$ cat config.mk
export PLATFORM = sky130hd
export DESIGN_NAME = vga_sync_gen_flat
export DESIGN_NICKNAME = d
export VERILOG_FILES = /design/src/rtl/vga_timing_pkg.sv /design/src/rtl/vga_sync_gen_if.sv /design/src/rtl/vga_sync_gen_tick.sv /design/src/rtl/vga_sync_gen.sv /design/src/flat_wrapper.sv
export SDC_FILE = /design/constraint.sdc
export NUM_CORES = 1
export LEC_CHECK = 0
export CAP_MARGIN = 10
export CORE_MARGIN = 5
export CORE_UTILIZATION = 51
export CTS_BUF_LIST = sky130_fd_sc_hd__clkbuf_16
export DETAILED_ROUTE_END_ITERATION = 10
export GPL_ROUTABILITY_DRIVEN = 0
export HOLD_SLACK_MARGIN = 0.05
export PLACE_DENSITY = 0.85
export SYNTH_ARGS = -nofsm -noshare
export SYNTH_HDL_FRONTEND = slang
export SYNTH_SLANG_ARGS = --single-unit
$ cat constraint.sdc
create_clock -name clk -period 2.8 [get_ports clk]
set_clock_uncertainty 0.2 [all_clocks]
set_input_delay 0.56 -clock clk [delete_from_list [all_inputs] [get_ports clk]]
set_output_delay 0.56 -clock clk [all_outputs]
set_load 0.005 [all_outputs]
$ cat src/rtl/vga_timing_pkg.sv
// Shared VGA timing constants and helpers: default 640x480@60 raster,
// porch/sync arithmetic and a ceil-log2 used for counter sizing.
package vga_timing_pkg;

    function automatic int clog2(input int value);
        int r;
        r = 0;
        for (int i = 0; i < 31; i++) begin
            if ((1 << i) < value) r = i + 1;
        end
        return r;
    endfunction

    function automatic int timing_total(input int display, input int fp,
                                        input int sync, input int bp);
        return display + fp + sync + bp;
    endfunction

    localparam int DEF_H_DISPLAY = 640;
    localparam int DEF_H_FP      = 16;
    localparam int DEF_H_SYNC    = 96;
    localparam int DEF_H_BP      = 48;
    localparam int DEF_V_DISPLAY = 480;
    localparam int DEF_V_FP      = 10;
    localparam int DEF_V_SYNC    = 2;
    localparam int DEF_V_BP      = 33;
    localparam int DEF_H_POL     = 0;
    localparam int DEF_V_POL     = 0;
    localparam int DEF_CLK_DIV   = 4;

    localparam int DEF_H_TOTAL = timing_total(DEF_H_DISPLAY, DEF_H_FP, DEF_H_SYNC, DEF_H_BP);
    localparam int DEF_V_TOTAL = timing_total(DEF_V_DISPLAY, DEF_V_FP, DEF_V_SYNC, DEF_V_BP);
    localparam int DEF_COORD_W = clog2((DEF_H_TOTAL > DEF_V_TOTAL) ? DEF_H_TOTAL : DEF_V_TOTAL);

    typedef struct packed {
        logic hsync;
        logic vsync;
        logic video_on;
    } sync_flags_t;

endpackage

$ cat src/rtl/vga_sync_gen_if.sv
// Raster bundle between the timing generator (master) and the pixel
// generators / connector (slave); the slave side supplies the run enable.
interface vga_sync_gen_if
    import vga_timing_pkg::*;
#(
    parameter int COORD_W = DEF_COORD_W
);
    logic               en;
    logic               p_tick;
    logic [COORD_W-1:0] pixel_x;
    logic [COORD_W-1:0] pixel_y;
    logic               hsync;
    logic               vsync;
    logic               video_on;
    logic               line_end;
    logic               frame_end;

    modport master (
        input  en,
        output p_tick, pixel_x, pixel_y, hsync, vsync, video_on, line_end, frame_end
    );

    modport slave (
        output en,
        input  p_tick, pixel_x, pixel_y, hsync, vsync, video_on, line_end, frame_end
    );

endinterface

$ cat src/rtl/vga_sync_gen_tick.sv
// Pixel-rate enable: divides the system clock by CLK_DIV, frozen while en is low.
module pixel_tick_gen
    import vga_timing_pkg::*;
#(
    parameter int CLK_DIV = DEF_CLK_DIV
) (
    input  logic clk,
    input  logic reset,
    input  logic en_i,
    output logic p_tick_o
);

    localparam int DIV_W = (clog2(CLK_DIV) < 1) ? 1 : clog2(CLK_DIV);
    typedef logic [DIV_W-1:0] div_t;
    localparam div_t DIV_LAST = div_t'(CLK_DIV - 1);

    div_t cnt_q;
    div_t cnt_d;
    logic at_last;

    assign at_last = (cnt_q == DIV_LAST);

    always_comb begin
        cnt_d = cnt_q;
        if (en_i) begin
            cnt_d = at_last ? '0 : cnt_q + 1'b1;
        end
    end

    always_ff @(posedge clk or posedge reset) begin
        if (reset) begin
            cnt_q <= '0;
        end else begin
            cnt_q <= cnt_d;
        end
    end

    // Gated by reset so CLK_DIV=1 (count pinned at its last value) stays quiet in reset.
    assign p_tick_o = en_i & ~reset & at_last;

endmodule

$ cat src/rtl/vga_sync_gen.sv
// Parametrised VGA raster timing: pixel/line counters, sync pulses,
// blanking and line/frame strobes, advanced by the pixel tick.
module vga_sync_gen
    import vga_timing_pkg::*;
#(
    parameter int H_DISPLAY = DEF_H_DISPLAY,
    parameter int H_FP      = DEF_H_FP,
    parameter int H_SYNC    = DEF_H_SYNC,
    parameter int H_BP      = DEF_H_BP,
    parameter int V_DISPLAY = DEF_V_DISPLAY,
    parameter int V_FP      = DEF_V_FP,
    parameter int V_SYNC    = DEF_V_SYNC,
    parameter int V_BP      = DEF_V_BP,
    parameter int H_POL     = DEF_H_POL,
    parameter int V_POL     = DEF_V_POL,
    parameter int CLK_DIV   = DEF_CLK_DIV,
    parameter int COORD_W   = DEF_COORD_W
) (
    input  logic           clk,
    input  logic           reset,
    vga_sync_gen_if.master vga
);

    localparam int H_TOTAL = timing_total(H_DISPLAY, H_FP, H_SYNC, H_BP);
    localparam int V_TOTAL = timing_total(V_DISPLAY, V_FP, V_SYNC, V_BP);

    typedef logic [COORD_W-1:0] coord_t;

    localparam coord_t H_LAST   = coord_t'(H_TOTAL - 1);
    localparam coord_t V_LAST   = coord_t'(V_TOTAL - 1);
    localparam coord_t H_VIS    = coord_t'(H_DISPLAY);
    localparam coord_t V_VIS    = coord_t'(V_DISPLAY);
    localparam coord_t HS_FIRST = coord_t'(H_DISPLAY + H_FP);
    localparam coord_t HS_LAST  = coord_t'(H_DISPLAY + H_FP + H_SYNC - 1);
    localparam coord_t VS_FIRST = coord_t'(V_DISPLAY + V_FP);
    localparam coord_t VS_LAST  = coord_t'(V_DISPLAY + V_FP + V_SYNC - 1);
    localparam logic   H_ACT    = 1'(H_POL);
    localparam logic   V_ACT    = 1'(V_POL);

    localparam sync_flags_t FLAGS_RST = '{hsync: ~H_ACT, vsync: ~V_ACT, video_on: 1'b0};

    if (CLK_DIV < 1) begin : g_bad_div
        $fatal(1, "vga_sync_gen: CLK_DIV must be at least 1");
    end
    if (clog2(H_TOTAL) > COORD_W || clog2(V_TOTAL) > COORD_W) begin : g_bad_coord
        $fatal(1, "vga_sync_gen: COORD_W cannot hold H_TOTAL-1 / V_TOTAL-1");
    end
    if (H_DISPLAY < 1 || V_DISPLAY < 1 || H_SYNC < 1 || V_SYNC < 1) begin : g_bad_size
        $fatal(1, "vga_sync_gen: display and sync widths must be non-zero");
    end
    if (H_POL < 0 || H_POL > 1 || V_POL < 0 || V_POL > 1) begin : g_bad_pol
        $fatal(1, "vga_sync_gen: sync polarity must be 0 or 1");
    end

    logic        p_tick;
    logic        at_line_end;
    logic        at_frame_end;
    coord_t      x_q, x_d;
    coord_t      y_q, y_d;
    sync_flags_t flags_q, flags_d;

    pixel_tick_gen #(
        .CLK_DIV (CLK_DIV)
    ) u_tick (
        .clk      (clk),
        .reset    (reset),
        .en_i     (vga.en),
        .p_tick_o (p_tick)
    );

    function automatic sync_flags_t decode(input coord_t x, input coord_t y);
        sync_flags_t f;
        f.hsync    = (x >= HS_FIRST && x <= HS_LAST) ? H_ACT : ~H_ACT;
        f.vsync    = (y >= VS_FIRST && y <= VS_LAST) ? V_ACT : ~V_ACT;
        f.video_on = (x < H_VIS) && (y < V_VIS);
        return f;
    endfunction

    assign at_line_end  = p_tick && (x_q == H_LAST);
    assign at_frame_end = at_line_end && (y_q == V_LAST);

    always_comb begin
        x_d = x_q;
        y_d = y_q;
        if (p_tick) begin
            if (at_line_end) begin
                x_d = '0;
                y_d = (y_q == V_LAST) ? '0 : y_q + 1'b1;
            end else begin
                x_d = x_q + 1'b1;
            end
        end
    end

    // Flags decode the next coordinates so they switch on the same edge as the counters.
    assign flags_d = decode(x_d, y_d);

    always_ff @(posedge clk or posedge reset) begin
        if (reset) begin
            x_q     <= '0;
            y_q     <= '0;
            flags_q <= FLAGS_RST;
        end else if (vga.en) begin
            x_q     <= x_d;
            y_q     <= y_d;
            flags_q <= flags_d;
        end
    end

    assign vga.p_tick    = p_tick;
    assign vga.pixel_x   = x_q;
    assign vga.pixel_y   = y_q;
    assign vga.hsync     = flags_q.hsync;
    assign vga.vsync     = flags_q.vsync;
    assign vga.video_on  = flags_q.video_on;
    assign vga.line_end  = at_line_end;
    assign vga.frame_end = at_frame_end;

endmodule

$ cat src/flat_wrapper.sv
// flat-port wrapper written by rule: the top's interface ports become plain ports
module vga_sync_gen_flat import vga_timing_pkg::*;
#(
    parameter int H_DISPLAY = DEF_H_DISPLAY,
    parameter int H_FP      = DEF_H_FP,
    parameter int H_SYNC    = DEF_H_SYNC,
    parameter int H_BP      = DEF_H_BP,
    parameter int V_DISPLAY = DEF_V_DISPLAY,
    parameter int V_FP      = DEF_V_FP,
    parameter int V_SYNC    = DEF_V_SYNC,
    parameter int V_BP      = DEF_V_BP,
    parameter int H_POL     = DEF_H_POL,
    parameter int V_POL     = DEF_V_POL,
    parameter int CLK_DIV   = DEF_CLK_DIV,
    parameter int COORD_W   = DEF_COORD_W
)
  (clk, reset, vga_en, vga_p_tick, vga_pixel_x, vga_pixel_y, vga_hsync, vga_vsync, vga_video_on, vga_line_end, vga_frame_end);
  vga_sync_gen_if #(.COORD_W(COORD_W)) vga_i ();
  input  logic clk;
  input  logic reset;
  input wire logic [$bits(vga_i.en)-1:0] vga_en;
  output wire logic [$bits(vga_i.p_tick)-1:0] vga_p_tick;
  output wire logic [$bits(vga_i.pixel_x)-1:0] vga_pixel_x;
  output wire logic [$bits(vga_i.pixel_y)-1:0] vga_pixel_y;
  output wire logic [$bits(vga_i.hsync)-1:0] vga_hsync;
  output wire logic [$bits(vga_i.vsync)-1:0] vga_vsync;
  output wire logic [$bits(vga_i.video_on)-1:0] vga_video_on;
  output wire logic [$bits(vga_i.line_end)-1:0] vga_line_end;
  output wire logic [$bits(vga_i.frame_end)-1:0] vga_frame_end;
  assign vga_i.en = vga_en;
  assign vga_p_tick = vga_i.p_tick;
  assign vga_pixel_x = vga_i.pixel_x;
  assign vga_pixel_y = vga_i.pixel_y;
  assign vga_hsync = vga_i.hsync;
  assign vga_vsync = vga_i.vsync;
  assign vga_video_on = vga_i.video_on;
  assign vga_line_end = vga_i.line_end;
  assign vga_frame_end = vga_i.frame_end;
  vga_sync_gen #(.H_DISPLAY(H_DISPLAY), .H_FP(H_FP), .H_SYNC(H_SYNC), .H_BP(H_BP), .V_DISPLAY(V_DISPLAY), .V_FP(V_FP), .V_SYNC(V_SYNC), .V_BP(V_BP), .H_POL(H_POL), .V_POL(V_POL), .CLK_DIV(CLK_DIV), .COORD_W(COORD_W)) u_core (.clk(clk), .reset(reset), .vga(vga_i));
endmodule
# After elaboration in Yosys (flattened, before gate mapping)
# Index checks and enable logic that the tools add are counted.
[word_totals] register_bits=25 out_inout_bits=26 elab_cells=34
[classes] add_sub_neg=3 order_cmp=6 eq_ne=3 n_mux=8 bitwise_logic=3 n_reduce_logical=5
[ops] operator="two-way mux 10 bit" n=5
[ops] operator="adder 10 x 1 -> 10 bit, second input constant" n=2
[ops] operator="== test 10 bit, second input constant" n=2
[ops] operator=">= comparator 10 bit, second input constant" n=1
[ops] operator=">= comparator 10 x 9 -> 1 bit, second input constant" n=1
[ops] operator="<= comparator 10 bit, second input constant" n=1
[ops] operator="<= comparator 10 x 9 -> 1 bit, second input constant" n=1
[ops] operator="less-than comparator 10 bit, second input constant" n=1
[ops] operator="less-than comparator 10 x 9 -> 1 bit, second input constant" n=1
[ops] operator="logical AND 1 bit" n=5
[ops] operator="adder 2 x 1 -> 2 bit, second input constant" n=1
[ops] operator="bitwise AND 1 bit" n=2
[ops] operator="== test 2 bit, second input constant" n=1
[ops] operator="two-way mux 1 bit" n=2
[ops] operator="two-way mux 2 bit" n=1
[ops] operator="NOT 1 bit" n=1

# Depth between registers and ports, before layout
[logic_depth] ltp_word=9 depth_mapped=8 ltp_nobuf=8

# By module
# A second synthesis with hierarchy kept.
[unflattened] cells_unflattened=195 hier_area_um2=1691.6
[modules_own_cells] mod="vga_sync_gen" instances=1 cells_each=187 area_each_um2=1591.5 seq_area_each_um2=578.1
[modules_own_cells] mod="pixel_tick_gen" instances=1 cells_each=8 area_each_um2=100.1 seq_area_each_um2=50.0

# Worst setup path after synthesis
# Ideal clock, no wire load.
[synth_timing] path_type="flip-flop to output port" startpoint="register u_core.y_q[4], in the netlist u_core.vga.pixel_y[4]" endpoint="output port vga_frame_end" t_arrival_ns=1.632 required_ns=2.040 path_slack_ns=0.408 stages_incl_launch_ff=4 path_buffers=0 path_cell_list="dfrtp_1 > or4_4 > or4_4 > nor2_1"
[synth_via] elab_chain_len=2
[synth_lines] item="start: declaration" line_no="vga_sync_gen.sv:59" text="coord_t y_q, y_d;"
[synth_lines] item="start signal: assignment" line_no="vga_sync_gen.sv:105" text="y_q <= y_d;"
[synth_lines] item="== test 10 bit" line_no="vga_sync_gen.sv:80" text="assign at_frame_end = at_line_end && (y_q == V_LAST);"
[synth_lines] item="logical AND 1 bit" line_no="vga_sync_gen.sv:80"
[synth_lines] item="end: declaration" line_no="flat_wrapper.sv:29" text="output wire logic [$bits(vga_i.frame_end)-1:0] vga_frame_end;"
# No other way between the ends.

# Worst setup path after layout
[layout_timing] startpoint="input port vga_en" endpoint="output port vga_p_tick"
[layout_via] elab_chain_len=2
[layout_lines] item="start: declaration" line_no="flat_wrapper.sv:21" text="input wire logic [$bits(vga_i.en)-1:0] vga_en;"
[layout_lines] item="bitwise AND 1 bit (2 in a row)" line_no="vga_sync_gen_tick.sv:39" text="assign p_tick_o = en_i & ~reset & at_last;"
[layout_lines] item="end: declaration" line_no="flat_wrapper.sv:22" text="output wire logic [$bits(vga_i.p_tick)-1:0] vga_p_tick;"
# No other way between the ends.

==> flow_summary.yaml <==
floorplanning:
  dieArea_mm2: 0.004033
  die_height_um: 63.51
  boundaryPins: 29
  die_w_um: 63.51
  rows: 19
  coreArea_mm2: 0.002758
  start_util: 0.5295
setup_path:
  cp-start-kind: "primary input"
  rr_endpoint: "u_core.vga.vsync$_DFFE_PP1P_"
  r2r_slack_ps: 310
  setup.worst_path.class: "primary input to output pin"
  cp_max_fo: 9
  r2r-start: "u_core.vga.pixel_x[0]$_DFFE_PP0P_"
  cp-end-kind: "output pin"
  worst_ep_arrival_time_ps: 1950
  required_ps: 2040
  rr_worst_depth: 8
placement:
  dp_slack_ps: -127.4
  place_hpwl_um: 2951
  io_buffers: 28
cts:
  clk_latency_ps: 260
  path_clk_slew_ps: 60
  root_buffer: "clkbuf_16"
  cts_max_path_buffers: 2
  postCtsHoldBufs: 0
  cts.sinks: 25
  cts_inserted_buffers: 3
  cts_tree: "yes"
  h-tree-depth: 1
sta:
  fin_crit_ps: 2714
  final-hold-violation-count: 0
  tightest_slew_ps: 329.1
  drv_slew: 0
  fmax_ghz: 0.3684
  rsz0062_at_grt: "no"
  fin_crit_sh: 0.9694
  final.setup.tns_ps: 0
  setup_viol: 0
  setup_ws_ps: 85.56
  slew_headroom: 0.7806
cells_and_area:
  final_cell_mix: "26 x clkdlybuf4s50_1, 23 x dfrtp_1, 22 x nand2_1"
  diodes: 0
  final_common_cell: "clkdlybuf4s50_1"
  fin_nets: 211
  drive_gt1_frac: 0.2118
  synthToLayoutAreaGrowth_pct: 35.73
logic_synthesis:
  synth_ff_type: "dfrtp_1"
  syn_area_mm2: 0.001460
  syn_inst: 155
  synth_nets: 162
  yosysTopAreaCellShare: 0.3942
  yosys-top-cells-area: "dfrtp_1 39%, nand2_1 5.7%, nand3_1 3.8%"
  yosys_register_bits: 25
  async_flop_share: 1.000
  synth_edf_count: 0
  yosysWarnings: 0
  avgSynthCellArea_um2: 9.420
  yosys.area.top_type: "dfrtp_1"
  seq_area_frac_synth: 0.4302
  yosysUniqueCellTypes: 47
outcome:
  status: "complete, no violations"
routing:
  num_vias: 1432
  ant_nets: 0
  post_drt_wl_per_cell_um: 17.03
  drt-total-wl_um: 3985
  first_iter_violations: 74
  routed_via_density: 6.120
  drt-pass1-iter-count: 4
  drc: 0
global_route:
  met3_usage: 0.03552
  grt_max_degree: 26
  grt_pass1_wl_um: 6920
  grt-ovfl-total: 0
  antenna_found_initial: 0
  track_usage: 0.2117
  use_met2: 0.3579
  grt_pass1_vias: 1439
  use_met1: 0.2584
  busiest_layer: "met2"
run:
  drv_cap: 0
hold_path:
  hold_path_end: "u_core.vga.hsync$_DFFE_PP1P_"
  min_path_type: "flip-flop to flip-flop"
  hold-path-cell-count: 2
  hp-start: "u_core.vga.hsync$_DFFE_PP1P_"
pwr:
  p_leak_nw: 0.8393
  cellPowerDensity_mw_per_mm2: 470.0
  vdd_drop_max_v: 0.0006052
[worst max path at each step]
stage               slack (ps)                              start            end  depth (start not counted)
CTS                         10  u_core.vga.pixel_y[4]$_DFFE_PP0P_  vga_frame_end                          4
global route                20                              reset   vga_line_end                          6
finish                      90                             vga_en     vga_p_tick                          5
detailed placement        -130                              reset  vga_frame_end                          6
floorplan                  410  u_core.vga.pixel_y[4]$_DFFE_PP0P_  vga_frame_end                          3
global placement           -80                              reset  vga_frame_end                          6
[cells in the mapped netlist, drive strengths merged (3+ instances only)]
library cell / number
dfrtp: 23
nand2: 22
nand3: 11
o21ai: 11
nor2: 9
inv: 8
nor3: 7
or3: 5
ha: 4
nand4: 4
or4: 4
xnor2: 4
xor2: 4
a31oi: 3
nor4: 3
[area by class of cell]
class	count	area [um2]
Clock buffer	3	75.07
Multi-Input combinational cell	118	775.7
Timing Repair Buffer	48	429.2
Clock inverter	1	5.005
Fill cell	199	775.7
Tap cell	31	38.79
Inverter	8	30.03
Sequential cell	25	628.1
[cells by family after synthesis]
family	Yosys count	share of synthesized area
and+or+nand+nor	74	0.2879
DFF	25	0.4302
xor gates and xnor gates	8	0.04798
adders and majority gates	4	0.03428
buffers and inverters	12	0.03856
AOI/OAI and AO/OA	29	0.1388
muxes	3	0.02228
[metal layers]
layer,vias up,part of all wire
met4,0,0.039
met2,64,0.50
li1,664,-
met5,-,0
met1,686,0.41
met3,18,0.053
[metrics by stage]
step / total power, mW / utilization / hold slack, ps / cells / area (um2)
after global routing: 0.9820 / 0.7187 / 322.5 / 234 / 1982
after global placement: 0.5992 / 0.6874 / 276.7 / 229 / 1896
after CTS: 0.9353 / 0.7187 / 299.4 / 234 / 1982
final: 0.9315 / 0.7187 / 300.4 / 234 / 1982
after floorplan: 0.5258 / - / 275.5 / 155 / 1460
after detailed placement: 0.6174 / 0.6874 / 289.3 / 229 / 1896
[critical path: stages]
cell             delay, ps
clkdlybuf4s50_1        530
buf_6                  160
nand3_1                110
inv_2                  100
clkdlybuf4s50_1        500
[sequential cells by signal, indices dropped and copies added (netlist names)]
name                 flops
u_core.vga.pixel_x      10
u_core.vga.pixel_y      10
u_core.u_tick.cnt_q      2
u_core.vga.hsync         1
u_core.vga.video_on      1
u_core.vga.vsync         1
[power by group]
group          switching (mW)  internal, mW
clock                   0.127         0.193
sequential             0.0444         0.400
combinational          0.0717        0.0961
[timing repair]
item                                    in CTS  in global routing
gates resized for setup                      3                  4
buffers inserted                             1                  0
pin swaps                                    0                  1
endpoints found under the setup margin       2                  3
(Power assumes the default switching activity.)
